==> config.mk <==
export PLATFORM = sky130hd
export DESIGN_NAME = frame_deserializer
export DESIGN_NICKNAME = d
export VERILOG_FILES = /design/src/rtl/frame_deserializer.sv
export SDC_FILE = /design/constraint.sdc
export NUM_CORES = 1
export LEC_CHECK = 0
export CAP_MARGIN = 40
export CELL_PAD_IN_SITES_DETAIL_PLACEMENT = 1
export CELL_PAD_IN_SITES_GLOBAL_PLACEMENT = 2
export CORE_MARGIN = 4
export CORE_UTILIZATION = 31
export DETAILED_ROUTE_END_ITERATION = 10
export MAX_ROUTING_LAYER = met4
export PLACE_DENSITY_LB_ADDON = 0.1
export SYNTH_ARGS = -nofsm -noshare
export SYNTH_HDL_FRONTEND = slang
export SYNTH_SLANG_ARGS = --single-unit
export TNS_END_PERCENT = 1
==> constraint.sdc <==
create_clock -name clk -period 2.86 [get_ports clk]
set_input_delay 0.858 -clock clk [delete_from_list [all_inputs] [get_ports clk]]
set_output_delay 0.858 -clock clk [all_outputs]
set_load 0.01 [all_outputs]
==> src/rtl/frame_deserializer.sv <==
// Packs a serial bit stream into WORD_W-bit words (MSB first) and flags frame completion or error.
// Optional even-parity trailer bit enabled with `define FRAME_PARITY_CHECK_EN.
module frame_deserializer #(
  parameter int WORD_W     = 8,
  parameter int FRAME_BITS = 97,
  parameter int CNT_W      = 7
) (
  input  logic              clk,
  input  logic              rst,
  input  logic              rxBit,
  input  logic              rxValid,
  input  logic              rxAbort,
  output logic [WORD_W-1:0] wordOut,
  output logic              wordValid,
  output logic              frameDone,
  output logic              frameErr,
  output logic [CNT_W-1:0]  bitCount
);

  localparam int                IDX_W    = $clog2(WORD_W + 1);
  localparam logic [CNT_W-1:0]  LAST_CNT = CNT_W'(FRAME_BITS);
  localparam logic [IDX_W-1:0]  IDX_FULL = IDX_W'(WORD_W);

  typedef enum logic [1:0] {IDLE, COLLECT, FLUSH} state_t;

  state_t             r_state;
  logic [WORD_W-1:0]  r_shift;
  logic [WORD_W-1:0]  r_word;
  logic [IDX_W-1:0]   r_idx;
  logic [CNT_W-1:0]   r_count;
  logic               r_word_valid;
  logic               r_done;
  logic               r_err;
`ifdef FRAME_PARITY_CHECK_EN
  logic               r_par;
`endif

  logic               w_accept;
  logic               w_last;
  logic [WORD_W-1:0]  w_shift_nxt;
  logic [IDX_W-1:0]   w_idx_nxt;
  logic [CNT_W-1:0]   w_cnt_nxt;

  assign w_accept    = rxValid & ~rxAbort;
  assign w_shift_nxt = {r_shift[WORD_W-2:0], rxBit};
  assign w_idx_nxt   = r_idx + 1'b1;
  assign w_cnt_nxt   = r_count + 1'b1;
  assign w_last      = (w_cnt_nxt == LAST_CNT);

  // The shift register is cleared after every emitted word, so a partial word is already right-aligned.
  always_ff @(posedge clk) begin
    if (rst) begin
      r_state      <= IDLE;
      r_shift      <= '0;
      r_word       <= '0;
      r_idx        <= '0;
      r_count      <= '0;
      r_word_valid <= 1'b0;
      r_done       <= 1'b0;
      r_err        <= 1'b0;
`ifdef FRAME_PARITY_CHECK_EN
      r_par        <= 1'b0;
`endif
    end else begin
      r_word_valid <= 1'b0;
      r_done       <= 1'b0;
      r_err        <= 1'b0;
      case (r_state)
        IDLE, COLLECT: begin
          if (r_state == COLLECT && (rxAbort || !rxValid)) begin
            r_err   <= 1'b1;
            r_shift <= '0;
            r_idx   <= '0;
            r_count <= '0;
            r_state <= IDLE;
`ifdef FRAME_PARITY_CHECK_EN
            r_par   <= 1'b0;
`endif
          end else if (w_accept) begin
            r_count <= w_cnt_nxt;
`ifdef FRAME_PARITY_CHECK_EN
            if (w_last) begin
              // Trailer bit is parity only; flush whatever data bits remain.
              if (r_idx != '0) begin
                r_word       <= r_shift;
                r_word_valid <= 1'b1;
              end
              r_done  <= (r_par == rxBit);
              r_err   <= (r_par != rxBit);
              r_shift <= '0;
              r_idx   <= '0;
              r_par   <= 1'b0;
              r_state <= FLUSH;
            end else begin
              r_par <= r_par ^ rxBit;
              if (w_idx_nxt == IDX_FULL) begin
                r_word       <= w_shift_nxt;
                r_word_valid <= 1'b1;
                r_shift      <= '0;
                r_idx        <= '0;
              end else begin
                r_shift <= w_shift_nxt;
                r_idx   <= w_idx_nxt;
              end
              r_state <= COLLECT;
            end
`else
            if (w_last) begin
              r_word       <= w_shift_nxt;
              r_word_valid <= 1'b1;
              r_done       <= 1'b1;
              r_shift      <= '0;
              r_idx        <= '0;
              r_state      <= FLUSH;
            end else if (w_idx_nxt == IDX_FULL) begin
              r_word       <= w_shift_nxt;
              r_word_valid <= 1'b1;
              r_shift      <= '0;
              r_idx        <= '0;
              r_state      <= COLLECT;
            end else begin
              r_shift <= w_shift_nxt;
              r_idx   <= w_idx_nxt;
              r_state <= COLLECT;
            end
`endif
          end
        end
        FLUSH: begin
          r_count <= '0;
          r_state <= IDLE;
        end
        default: r_state <= IDLE;
      endcase
    end
  end

  assign wordOut   = r_word;
  assign wordValid = r_word_valid;
  assign frameDone = r_done;
  assign frameErr  = r_err;
  assign bitCount  = r_count;

endmodule
Word-level counts from Yosys, hierarchy flattened --
Cells that the tools add are included.
Storage, ports and cells: input port bits 5, logic and storage cells 52, register bits after elaboration 31
Operators by class: eq/ne operators 5, multiplexer cells 18, $add $sub $neg 2, bitwise gates (word level) 5, reduce and logical (&&, ||, !) cells 14
Operator list (number):
- 2-to-1 mux 7 bit | 6
- 2-to-1 mux 4 bit | 4
- 2-to-1 mux 8 bit | 2
- case mux 7 bit (2 select lines) | 1
- adder 7 x 1 -> 7 bit (second input constant) | 1
- equality test 7 bit (second input constant) | 1
- nonzero test 2 bit | 3
- adder 4 x 1 -> 4 bit (second input constant) | 1
- equality test 4 bit (second input constant) | 1
- 2-to-1 mux 1 bit | 4
- NOT 1 bit | 4
- AND reduction 2 bit | 2
- AND reduction 4 bit | 1
- OR reduction 2 bit | 2
- OR reduction 4 bit | 1
- != test 3 bit (second input constant) | 1
- OR reduction 3 bit | 1
- equality test 2 x 1 -> 1 bit (second input constant) | 1
- equality test 2 bit (second input constant) | 1
- zero test 2 bit | 1
- 2-to-1 mux 2 bit | 1
- AND 1 bit | 1
- logical AND 1 bit | 1
- zero test 1 bit | 1
- logical OR 1 bit | 1

Depth between registers and ports, before layout --
Gate-level depths: netlist of the first run.
depth in word-level cells 6, gate-level depth with buffers 9, mapped depth without buffers 8

Least setup slack after synthesis of the first run --
OpenSTA, ideal clock, no wires.
path kind flip-flop to flip-flop, start register r_count[0], in the netlist bitCount[0], end register r_word[6], in the netlist wordOut[6], path slack 0.596 ns, cell stages (with the launch flop) 9, arrival 2.193 ns, period minus slack after synthesis 2.264 ns, cells stage by stage dfxtp_1 > ha_1 > and3_4 > or4b_4 > o31ai_4 > a21oi_4 > buf_6 > or3b_1 > a21oi_1
On the way: cells in the longest elaborated chain, start to end 4, elaborated cells on any way between the ends 5, classes of those cells 1 x add/sub; 1 x eq/ne; 1 x mux; 2 x reduce/logical
Ends and longest elaborated chain:
- from (decl) | line 30 | logic [CNT_W-1:0] r_count;
- from (signal assigned) | line 80 | r_count <= w_cnt_nxt;
- adder 7 x 1 -> 7 bit * | line 47 | assign w_cnt_nxt = r_count + 1'b1;
- equality test 7 bit * | line 48 | assign w_last = (w_cnt_nxt == LAST_CNT);
- nonzero test 2 bit (no line)
- AND reduction 4 bit (no line)
- to (signal assigned) | line 109 | r_word <= w_shift_nxt;
- to (signal assigned) | line 116 | r_word <= w_shift_nxt;
- to (decl) | line 28 | logic [WORD_W-1:0] r_word;
Every way passes the cells marked *; elsewhere a longest branch is shown, timed or not. A chain may end at the register's enable or synchronous reset.

Final worst setup path of the first run --
start register r_count[0], in the netlist bitCount[0], end register r_word[5], in the netlist wordOut[5]
Same word-level chain as after synthesis.

==> results of run 1 <==
stage by stage:
| step | setup slack, ns | power, uW | instances | area, um2 |
|---|---|---|---|---|
| 6_report | 0.3842 | 1007 | 233 | 1800 |
| 2_1_floorplan | 0.5963 | 483.0 | 157 | 1409 |
| 3_5_place_dp | 0.2679 | 506.0 | 225 | 1668 |
| 5_1_grt | 0.1941 | 1049 | 233 | 1800 |
| 3_3_place_gp | 0.3493 | 504.2 | 225 | 1668 |
| 4_1_cts | 0.3545 | 1023 | 233 | 1800 |
flip-flops by register name, summed over array words and instances, names as in the netlist:
name	flops
r_shift	7
r_idx	4
r_state	2
wordValid	1
frameErr	1
bitCount	7
wordOut	8
frameDone	1
worst max-delay path, stage by stage (launching register included):
cell,delay (ns)
dfxtp_1,0.38
ha_1,0.30
and3_4,0.22
or4b_4,0.53
o31ai_4,0.13
a21oi_4,0.19
or3b_2,0.51
a21oi_1,0.13
layout by cell type (no fill, tap or decap), types with 3 or more instances in the layout:
cell type        count
a21oi_1             14
a22oi_1              8
a31oi_1              3
buf_4                3
clkbuf_8             5
clkdlybuf4s50_1     22
dfxtp_1             31
ha_1                 3
nand2_1              8
nand3_1              5
nor2_1              18
nor2b_1              3
o21ai_0             16
or3b_2               7
power by group:
group	leakage (uW)	switching (uW)	internal (uW)
logic	0.000307	31.0	21.8
clock network	0.0000654	164	348
registers	0.000250	6.18	436
total	0.000623	201	806
final timing paths:
kind | to | slack [ns]
setup reg to reg | wordOut[5] | 0.38
hold reg to reg | wordOut[7] | 0.49
setup / recovery | wordOut[5] | 0.38
hold / removal | wordOut[7] | 0.49
layer usage:
| metal | share of wire, % | vias up | routed length (um) |
|---|---|---|---|
| met3 | 3.4 | 5 | 120 |
| met4 | 1.3 | 0 | 44 |
| met5 | 0 | - | 0 |
| met2 | 50 | 16 | 1739 |
| met1 | 46 | 596 | 1591 |
| li1 | - | 612 | - |
cell families after synthesis:
family | after synthesis | synth area share (%)
xor+xnor | 2 | 1.244
buf+inv | 11 | 3.997
mux | 1 | 0.7105
fa+ha+maj | 3 | 2.665
flops | 31 | 44.05
compound gates | 50 | 23.27
simple gates | 59 | 24.07
final cells by class:
| cell class | count | area, um2 |
|---|---|---|
| fillers | 524 | 2584 |
| clock inverters | 2 | 60.06 |
| well taps | 52 | 65.06 |
| multi-input cells | 115 | 732.0 |
| flip-flops and latches | 31 | 620.6 |
| repair buffers | 25 | 242.7 |
| clock buffers | 6 | 72.57 |
| inverters | 2 | 7.507 |
==> impl_summary.md, run 1 <==
Drt
After detailed routing, the number of remaining DRC violations is 0. The detailed router finished its first iteration with 65 violations. The number of vias after detailed routing is between 1000 and 1500.

The detailed-routing iteration count for the pre-antenna-repair pass is 4. The mean number of vias per cell is 5.275. The total wirelength of the detailed-routed design is 3496 um. Once detail routing completed, the nets flagged for antenna violations numbered 0. After detailed routing, the average wire length per cell comes to 15.00 um.

Synthesis
The synthesis warning total is 0. The count of mapped cells out of synthesis is between 150 and 200. The post-synthesis async set-or-reset flop share is 0%. In this run, synthesis produced a sequential element count of 31. The cell accounting for the most synthesized area is dfxtp_1. The average instance area after synthesis is 8.974 um2. The area share of the largest cell type after synthesis is about 44%. The most common cell in the synthesized netlist is dfxtp_1. By count the netlist is led by 31 x dfxtp_1, 18 x nor2_1, 16 x o21ai_0, 14 x a21oi_1. The cell area that synthesis handed to floorplanning was 1409 um2. Counting flops with a built-in enable in the synthesized netlist gives 0. Among all flip-flop cells after synthesis, the most frequent one is dfxtp_1.

The sequential fraction of the synthesis area is ~44%. After synthesis, the netlist uses 39 different library cells. By area the synthesized netlist is led by dfxtp_1 44%, o21ai_0 5.7%, a21oi_1 5.0%, nor2_1 4.8%, or3b_2 4.4%. The number of nets in the synthesized netlist is 165.

Worst hold path
The tightest min-delay check is of the flop to flop type. The startpoint of the worst hold path is wordOut[7]. The worst hold path was traced through 2 stages.

STA
The maximum clock frequency is 403.9 MHz. Setup repair after global routing left no endpoint under its margin. The number of max-slew violations in the final report is 0. The final hold slack is 0.4863 ns. The worst clock skew is 0.006016 ns.

The hold violation count in the final report is 0. For the pin with the worst max-slew slack, the measured transition is 0.4378 ns. Setup total negative slack on the finished layout was measured at 0 ns. Dividing the final minimum period by the clock period gives 86.57%. The final setup violation count is 0. The clock period minus worst slack is around 2.5 ns. In this run the tightest slew margin relative to its limit is 70.81%.

CTS
TritonCTS built the clock tree. Once the clock tree was built, the setup fixing pass inserted 0 buffers. No sink is reached through more buffers than the 2 on the longest clock path. The number of clock buffers added by TritonCTS is 5.

The insertion delay of the later-clocked pin in the worst-skew pair is approximately 0.28 ns. Clock-pin slew was measured on the worst setup and hold paths at 0.07 ns. The H-tree was split into 2 levels. Gates resized during post-CTS repair numbered 0. For this design, the sink count on the clock tree is 31. The cell sitting at the root of the clock tree is a clkbuf_8. After clock tree synthesis, the flow added hold-fix buffers numbering 0.

Critical path
The source of the worst register-to-register timing path is bitCount[0]. Along the worst path, the maximum fanout reaches 17. By startpoint and endpoint, the worst setup path is classified as flop to flop.

For the worst setup path, the data required time is about 3.1 ns. The critical path data arrival time is 2.69 ns. The worst setup path is launched from a flop. The start point of the critical path is bitCount[0]. The worst setup path is captured at a flop.

For the worst flop-to-flop path, the logic depth is 7.

Final layout
For this run, the post-layout net count is 188. The final core utilization is 41.07%. Of the cells placed in the final design, the portion with a size suffix greater than 1 is 14.92%.

Relative to the synthesized area, the layout overhead comes to 27.80%. The number of antenna diodes in the final layout is 0.

Global route
The total overflow reported by the global router is 0. For met2 alone, demand over resource in global routing was between 20% and 30%. The initial antenna violation count is 0. The first global-routing pass estimated approximately 5800 um of wire.

Global routing used 13.99% of the available tracks across all layers. For this run, global-route usage on met3 was measured as around 4.4%. The fraction of met1 tracks used by global routing is 15.92%. The pin count of the biggest net entering global routing is 25. The busiest layer in global routing is met2. The via count of the first global-routing pass is 1227.

Floorplanning
The die area is 5687 um2. The y dimension of the die is 75.42 um. The site row count is 24. The placeable core region is 4384 um2.

23 I/O pins were placed. The initial cell density of the core is roughly a third. In this run the horizontal extent of the chip is 75.42 um.

Pwr
The largest voltage drop on the vdd net is 0.2608 mV. The analysis attributes to cell leakage a power of 0.0006229 uW. The power per unit of standard cell area is 559.6 nW/um2.

Job
Max-cap violations in this run came to 0.

Place
The global placer's final weighted congestion is about 0.78. The estimated wirelength of the detail-placed design is 2491 um. Port buffering added 22 buffers.

Outcome
The run finished with clean final reports.
Power figures use the tool's default switching activity.
==> run 2: changes to the inputs <==
--- a/config.mk
+++ b/config.mk
@@ -12,7 +12,8 @@
 export CORE_UTILIZATION = 31
 export DETAILED_ROUTE_END_ITERATION = 10
 export MAX_ROUTING_LAYER = met4
-export PLACE_DENSITY_LB_ADDON = 0.1
+export PLACE_DENSITY = 0.84
+export SKIP_CTS_REPAIR_TIMING = 1
 export SYNTH_ARGS = -nofsm -noshare
 export SYNTH_HDL_FRONTEND = slang
 export SYNTH_SLANG_ARGS = --single-unit
==> impl_summary.md, run 2 (same netlist as run 1, synthesis figures left out) <==
Floorplanning
The floorplan has 24 rows. The floorplan step set the die height to 75.42 um. The count of pins on the block boundary is 23. The placeable core region is 4384 um2. The die covers 5687 um2. The horizontal extent of the die is about 75 um. The initial utilization of the core area, before any placement, comes to 32.13%.

Global route
The via count of the first global-routing pass came to 1285. Entering global routing, the biggest net connects 25 pins. The global-route wire length before repair is slightly below 6000 um. The total overflow reported by the global router is 0. The initial antenna violation count is 0.

The total global-route track usage is between 10% and 20%.

Place
During placement, the flow inserted port buffers numbering 22. The congestion estimate from routability-driven global placement came to 0.7642. The cell count after placement is 226. The estimated wirelength of the detail-placed design is approximately 2600 um.

Drt
The routed design has 3611 um of wire. The first detailed-routing pass ran for 4 iterations. The routed wire length per instance is 15.50 um.

The mean number of vias per cell is between 5 and 6. The DRC violation count after routing is 0. The first routing iteration left 42 violations. The number of vias after detailed routing is 1248. The count of nets left with antenna violations after detail routing is 0.

STA
The hold violation count in the final report came to 0. The number of max-slew violations in the final report came to 0. Of the available clock period, the critical path in the final layout requires roughly 87%. The final setup violation count is 0. For this run, the top clock speed supported by timing is 403.8 MHz. In this run the tightest slew margin relative to its limit is 69.85%. Clock skew on the completed layout was measured at 0.005120 ns. The pin slew with the least headroom to its limit is approximately 0.45 ns. Setup repair after global routing left no endpoint under its margin. The sum of negative setup slack is 0 ns. The smallest clock period supported by the final layout is computed as 2.476 ns.

Critical path
STA puts the critical path data arrival time at 2.69 ns. STA puts the critical path data required time at 3.07 ns. STA classifies the critical path endpoint as a flop.

The critical path launch point type is a flop. The critical path class is flop to flop. Traced cell by cell, the critical path runs through ha_1, and3_4, or4b_4, o31ai_4, a21oi_4, or3b_2, a21oi_1. In this run the worst path has a maximum fanout of 17. The critical-path cell with the highest stage delay is or4b_4. The largest stage delay on the critical path is 0.52 ns.

CTS
The H-tree depth is 2. Counting the buffers created by CTS gives 5. TritonCTS built the clock tree.

The clock net in this run drives a total of 31 sinks. The insertion delay of the later-clocked pin in the worst-skew pair is 0.28 ns. The tree is rooted in a clkbuf_8.

In this run the deepest clock path goes through 2 buffers. The clock transition at the registers of the reported paths is 0.06 ns.

Outcome
The flow ran to the end, and the final reports show no timing, DRC or antenna violations.

Final layout
Leaving out fill and tap cells, the most frequent cells in the layout are 31 x dfxtp_1, 22 x clkdlybuf4s50_1, 18 x nor2_1. The filler cell count in the final layout is 515. The area of the multi-input gates is between 700 and 800 um2. Of the cells placed in the final design, the portion with a size suffix greater than 1 is 15.47%. The number of flip-flops in the largest register is 8. The final layout contains 189 nets. The final instance count without filler cells is about 230.

Registers take 620.6 um2. The number of antenna repair diodes is 0. The library cell used most frequently in the layout, excluding fill and tap cells, is dfxtp_1. The area growth from synthesis to layout is 25.13%.

Pwr
The largest voltage drop on the vdd net is 0.3159 mV. The analysis attributes to cell leakage a power of 0.0006097 uW. Dividing total power by cell area gives a power density of 480.7 nW/um2.

Job
The number of max-cap violations is 0.

Worst hold path
The class of the tightest hold or removal check is flop to flop.
run 2: report_power, final:
part | internal, uW | total (uW) | leakage (uW) | switching, uW
Combinational | 22.6 | 54.2 | 0.000312 | 31.6
Sequential | 437 | 443 | 0.000250 | 6.41
Clock | 188 | 350 | 0.0000470 | 162
Total | 648 | 847 | 0.000610 | 200
run 2: metrics by stage:
step           total power [uW]  worst slack (ns)  area, um2  hold WS [ns]  util [%]
6_report                  847.4            0.3837       1763        0.4788     40.21
2_1_floorplan             483.0            0.5963       1409        0.4578         -
3_3_place_gp              504.4            0.3118       1675        0.4630     38.21
4_1_cts                   860.7            0.3811       1763        0.4786     40.21
5_1_grt                   884.8            0.2216       1763        0.5008     40.21
3_5_place_dp              507.2            0.2023       1675        0.4703     38.21
run 2: layout make-up:
class	count	share of cell area, %
Clock buffer	6	4.684
Clock inverter	1	0.2839
Sequential cell	31	35.20
Tap cell	52	3.691
Multi-Input combinational cell	115	41.52
Timing Repair Buffer	26	14.19
Inverter	2	0.4258
run 2: path summary, 6_finish.rpt:
path	slack [ns]	depth (start not counted)	start	end
setup / recovery	0.38	7	bitCount[0]	wordOut[5]
setup reg to reg	0.38	7	bitCount[0]	wordOut[5]
hold / removal	0.48	2	wordOut[7]	wordOut[7]
hold reg to reg	0.48	2	wordOut[7]	wordOut[7]
run 2: critical path, delay by kind of cell, from the launching register on:
family                   cells  cell delay (ns)
AO/OA/AOI/OAI                3             0.46
adder cells (fa/ha/maj)      1             0.30
AND/OR/NAND/NOR              3             1.24
flip-flops                   1             0.38
run 2: per-layer routing:
metal  wire length [um]  track usage (%)  vias up
li1                   -                -      614
met1               1561            15.45      607
met2               1833            24.26       18
met3                131            4.881        9
met4                 85            7.961        0
met5                  0                -        -
==> run 3: changes to the inputs <==
--- a/config.mk
+++ b/config.mk
@@ -8,11 +8,14 @@
 export CAP_MARGIN = 40
 export CELL_PAD_IN_SITES_DETAIL_PLACEMENT = 1
 export CELL_PAD_IN_SITES_GLOBAL_PLACEMENT = 2
+export CORE_ASPECT_RATIO = 1.2
 export CORE_MARGIN = 4
 export CORE_UTILIZATION = 31
 export DETAILED_ROUTE_END_ITERATION = 10
+export GPL_TIMING_DRIVEN = 0
 export MAX_ROUTING_LAYER = met4
 export PLACE_DENSITY = 0.84
+export RECOVER_POWER = 100
 export SKIP_CTS_REPAIR_TIMING = 1
 export SYNTH_ARGS = -nofsm -noshare
 export SYNTH_HDL_FRONTEND = slang
==> impl_summary.md, run 3 (same netlist as run 1, synthesis figures left out) <==
Floorplanning
23 I/O pins were placed. The site row count is 26. The floorplan step set the die width to 69.54 um. In this run the vertical extent of the chip is 81.85 um. For this configuration, the core starts out at a cell density of 32.56%.

The floorplan step defined a die boundary enclosing between 5000 and 6000 um2. The placeable core region is between 4000 and 5000 um2.

Global route
The first global-routing pass estimated 6106 um of wire. The total global-route track usage is 13.94%. Entering global routing, the biggest net connects 11 pins.

The initial antenna violation count is 0. The total overflow reported by the global router is 0. The via count of the first global-routing pass is 1311.

Outcome
The run finished with clean final reports.

Final layout
The number of flip-flops in the largest register is 8. The fraction of layout instances using a drive strength above 1 is 14.05%. The library cell used most frequently in the layout, excluding fill and tap cells, is dfxtp_1. The final core utilization is 40.86%. The area of all placed cells without fillers is 1768 um2. The area growth from synthesis to layout is 25.49%.

For this run, the post-layout net count is 193. The library cells used most frequently in the layout, excluding fill and tap cells, are 31 x dfxtp_1, 19 x dlygate4sd3_1, 18 x nor2_1. The number of antenna repair diodes is 0.

Critical path
The total buffers and inverters traversed by the critical path is 1. The number of gates on the worst path with buffers counted is 8. The critical path data arrival time is 2.75 ns. The endpoint identified for the worst register-to-register timing path is wordOut[6]. STA classifies the critical path startpoint as a flop. The required arrival time at the worst endpoint is 3.07 ns. The critical-path cell with the highest stage delay is or4b_4. The worst register-to-register path has a depth of 8.

The source of the worst register-to-register timing path is bitCount[0]. The largest stage delay on the critical path is 0.51 ns. Of all nets on the critical path, the largest fanout is 10.

The register-to-register setup slack is 0.32 ns. The family of cells with the greatest summed delay on the critical path is simple AND/OR/NAND/NOR gates. STA classifies the critical path endpoint as a flop. The critical path starts at bitCount[0]. The critical path is of the flop to flop type. Walking the worst path, the cells encountered are ha_1, and3_4, or4b_4, o31ai_2, a21oi_4, buf_6, or3b_1, a21oi_1. The critical path ends at wordOut[6].

CTS
CTS placed an instance of clkbuf_8 at the clock tree root. The clock tree from TritonCTS is yes. The insertion delay of the later-clocked pin in the worst-skew pair is 0.28 ns. Clock-pin slew was measured on the worst setup and hold paths at 0.06 ns. In this run the number of H-tree levels came out at 2. The clock passes through at most 2 buffers. The number of buffers created by CTS is 5.

The clock drives 31 sinks.

Pwr
In this run, flip-flops and latches consume between 50% and 60% of the power. Net switching is 23.07% of the power. Of the total power, the clock network draws approximately two fifths.

The net switching power of the design is 193.1 uW. The leakage power of the design is 0.0006691 uW. The proportion of power drawn by combinational gates is 6.1%.

The internal power summed over all cells is 643.7 uW. The power per unit of standard cell area is about 470 nW/um2. The largest voltage drop on the vdd net is approximately 0.21 mV.

Job
The number of max-cap violations is 0.

STA
In the finished design, the share of the clock period the worst path needs comes to 88.91%. The hold violation count in the final report is 0. Headroom to the max-slew limit came out at around 54%. The worst clock skew is 0.006669 ns. Setup violations remaining at the end of the flow were counted as 0. The pin slew with the least headroom to its limit is slightly below 0.7 ns. The smallest clock period supported by the final layout is computed as 2.543 ns.

Setup repair after global routing left no endpoint under its margin. The number of max-slew violations in the final report came to 0. Setup total negative slack on the finished layout was measured at 0 ns. The maximum clock frequency is 393.3 MHz.

Drt
After the first detailed-routing iteration, the DRC count stood at 41. In the routed layout, each cell is associated on average with a via count of roughly 5.2. The count of nets left with antenna violations after detail routing is 0. Across all layers, the routed design uses 1252 vias. After detailed routing, the total wire length is 3545 um.

The detailed-routing iteration count for the pre-antenna-repair pass is 4. After detailed routing, the number of remaining DRC violations is 0. Dividing the detail-routed wire length by the instance count gives 14.71 um.

Place
The global placer's final weighted congestion is 0.7330. The number of buffers added on ports is 21. The placed instances occupy a cell area of 1689 um2. Detailed placement finished with a half-perimeter wire length of 2679 um.

Worst hold path
The class of the tightest hold or removal check is flop to flop.
## run 3: power by group through the flow
stage	Clock, uW	Sequential (uW)	Combinational [uW]
after global routing	376	443	57.0
after global placement	0	452	50.5
after CTS	357	442	52.7
after detailed placement	0	452	52.4
final	343	443	50.8
after floorplan	0	452	31.4
## run 3: layout make-up
type	count	area, um2
plain buffers	9	48.80
clock buffers	6	82.58
clock inverters	1	5.005
fillers	526	2559
inverters	2	7.507
multi-input cells	115	723.2
flip-flops and latches	31	620.6
well taps	56	70.07
repair buffers	21	210.2
## run 3: how the worst min path moves through the flow
stage | from | end | slack [ns] | cells past startpoint
floorplan | r_shift[6] | r_shift[6] | 0.46 | 2
global placement | wordOut[0] | wordOut[0] | 0.47 | 2
detailed placement | wordOut[6] | wordOut[6] | 0.48 | 2
CTS | wordOut[6] | wordOut[6] | 0.49 | 2
global route | wordOut[6] | wordOut[6] | 0.50 | 2
finish | wordOut[2] | wordOut[2] | 0.48 | 2
## run 3: worst register-to-register path: cells and delay by family (launching register included)
family	cells	cell delay, ns
fa+ha+maj	1	0.30
compound gates	3	0.49
buf+inv	1	0.19
simple gates	3	1.11
flops	1	0.38
## run 3: stage by stage
stage          power, uW  setup WS (ns)  hold WS (ns)  cells
4_1_cts            852.3         0.3981        0.4855    241
3_5_place_dp       504.6         0.1029        0.4766    234
3_3_place_gp       502.4         0.1922        0.4682    234
2_1_floorplan      483.0         0.5963        0.4578    157
6_report           836.8         0.3172        0.4792    241
5_1_grt            876.0         0.1720        0.4995    241
## run 3: layer usage
metal	track usage (%)	up-vias	wire length, um
met5	-	-	0
met4	7.617	0	74
met3	2.815	6	89
met2	25.57	15	1889
met1	14.03	606	1492
li1	-	625	-
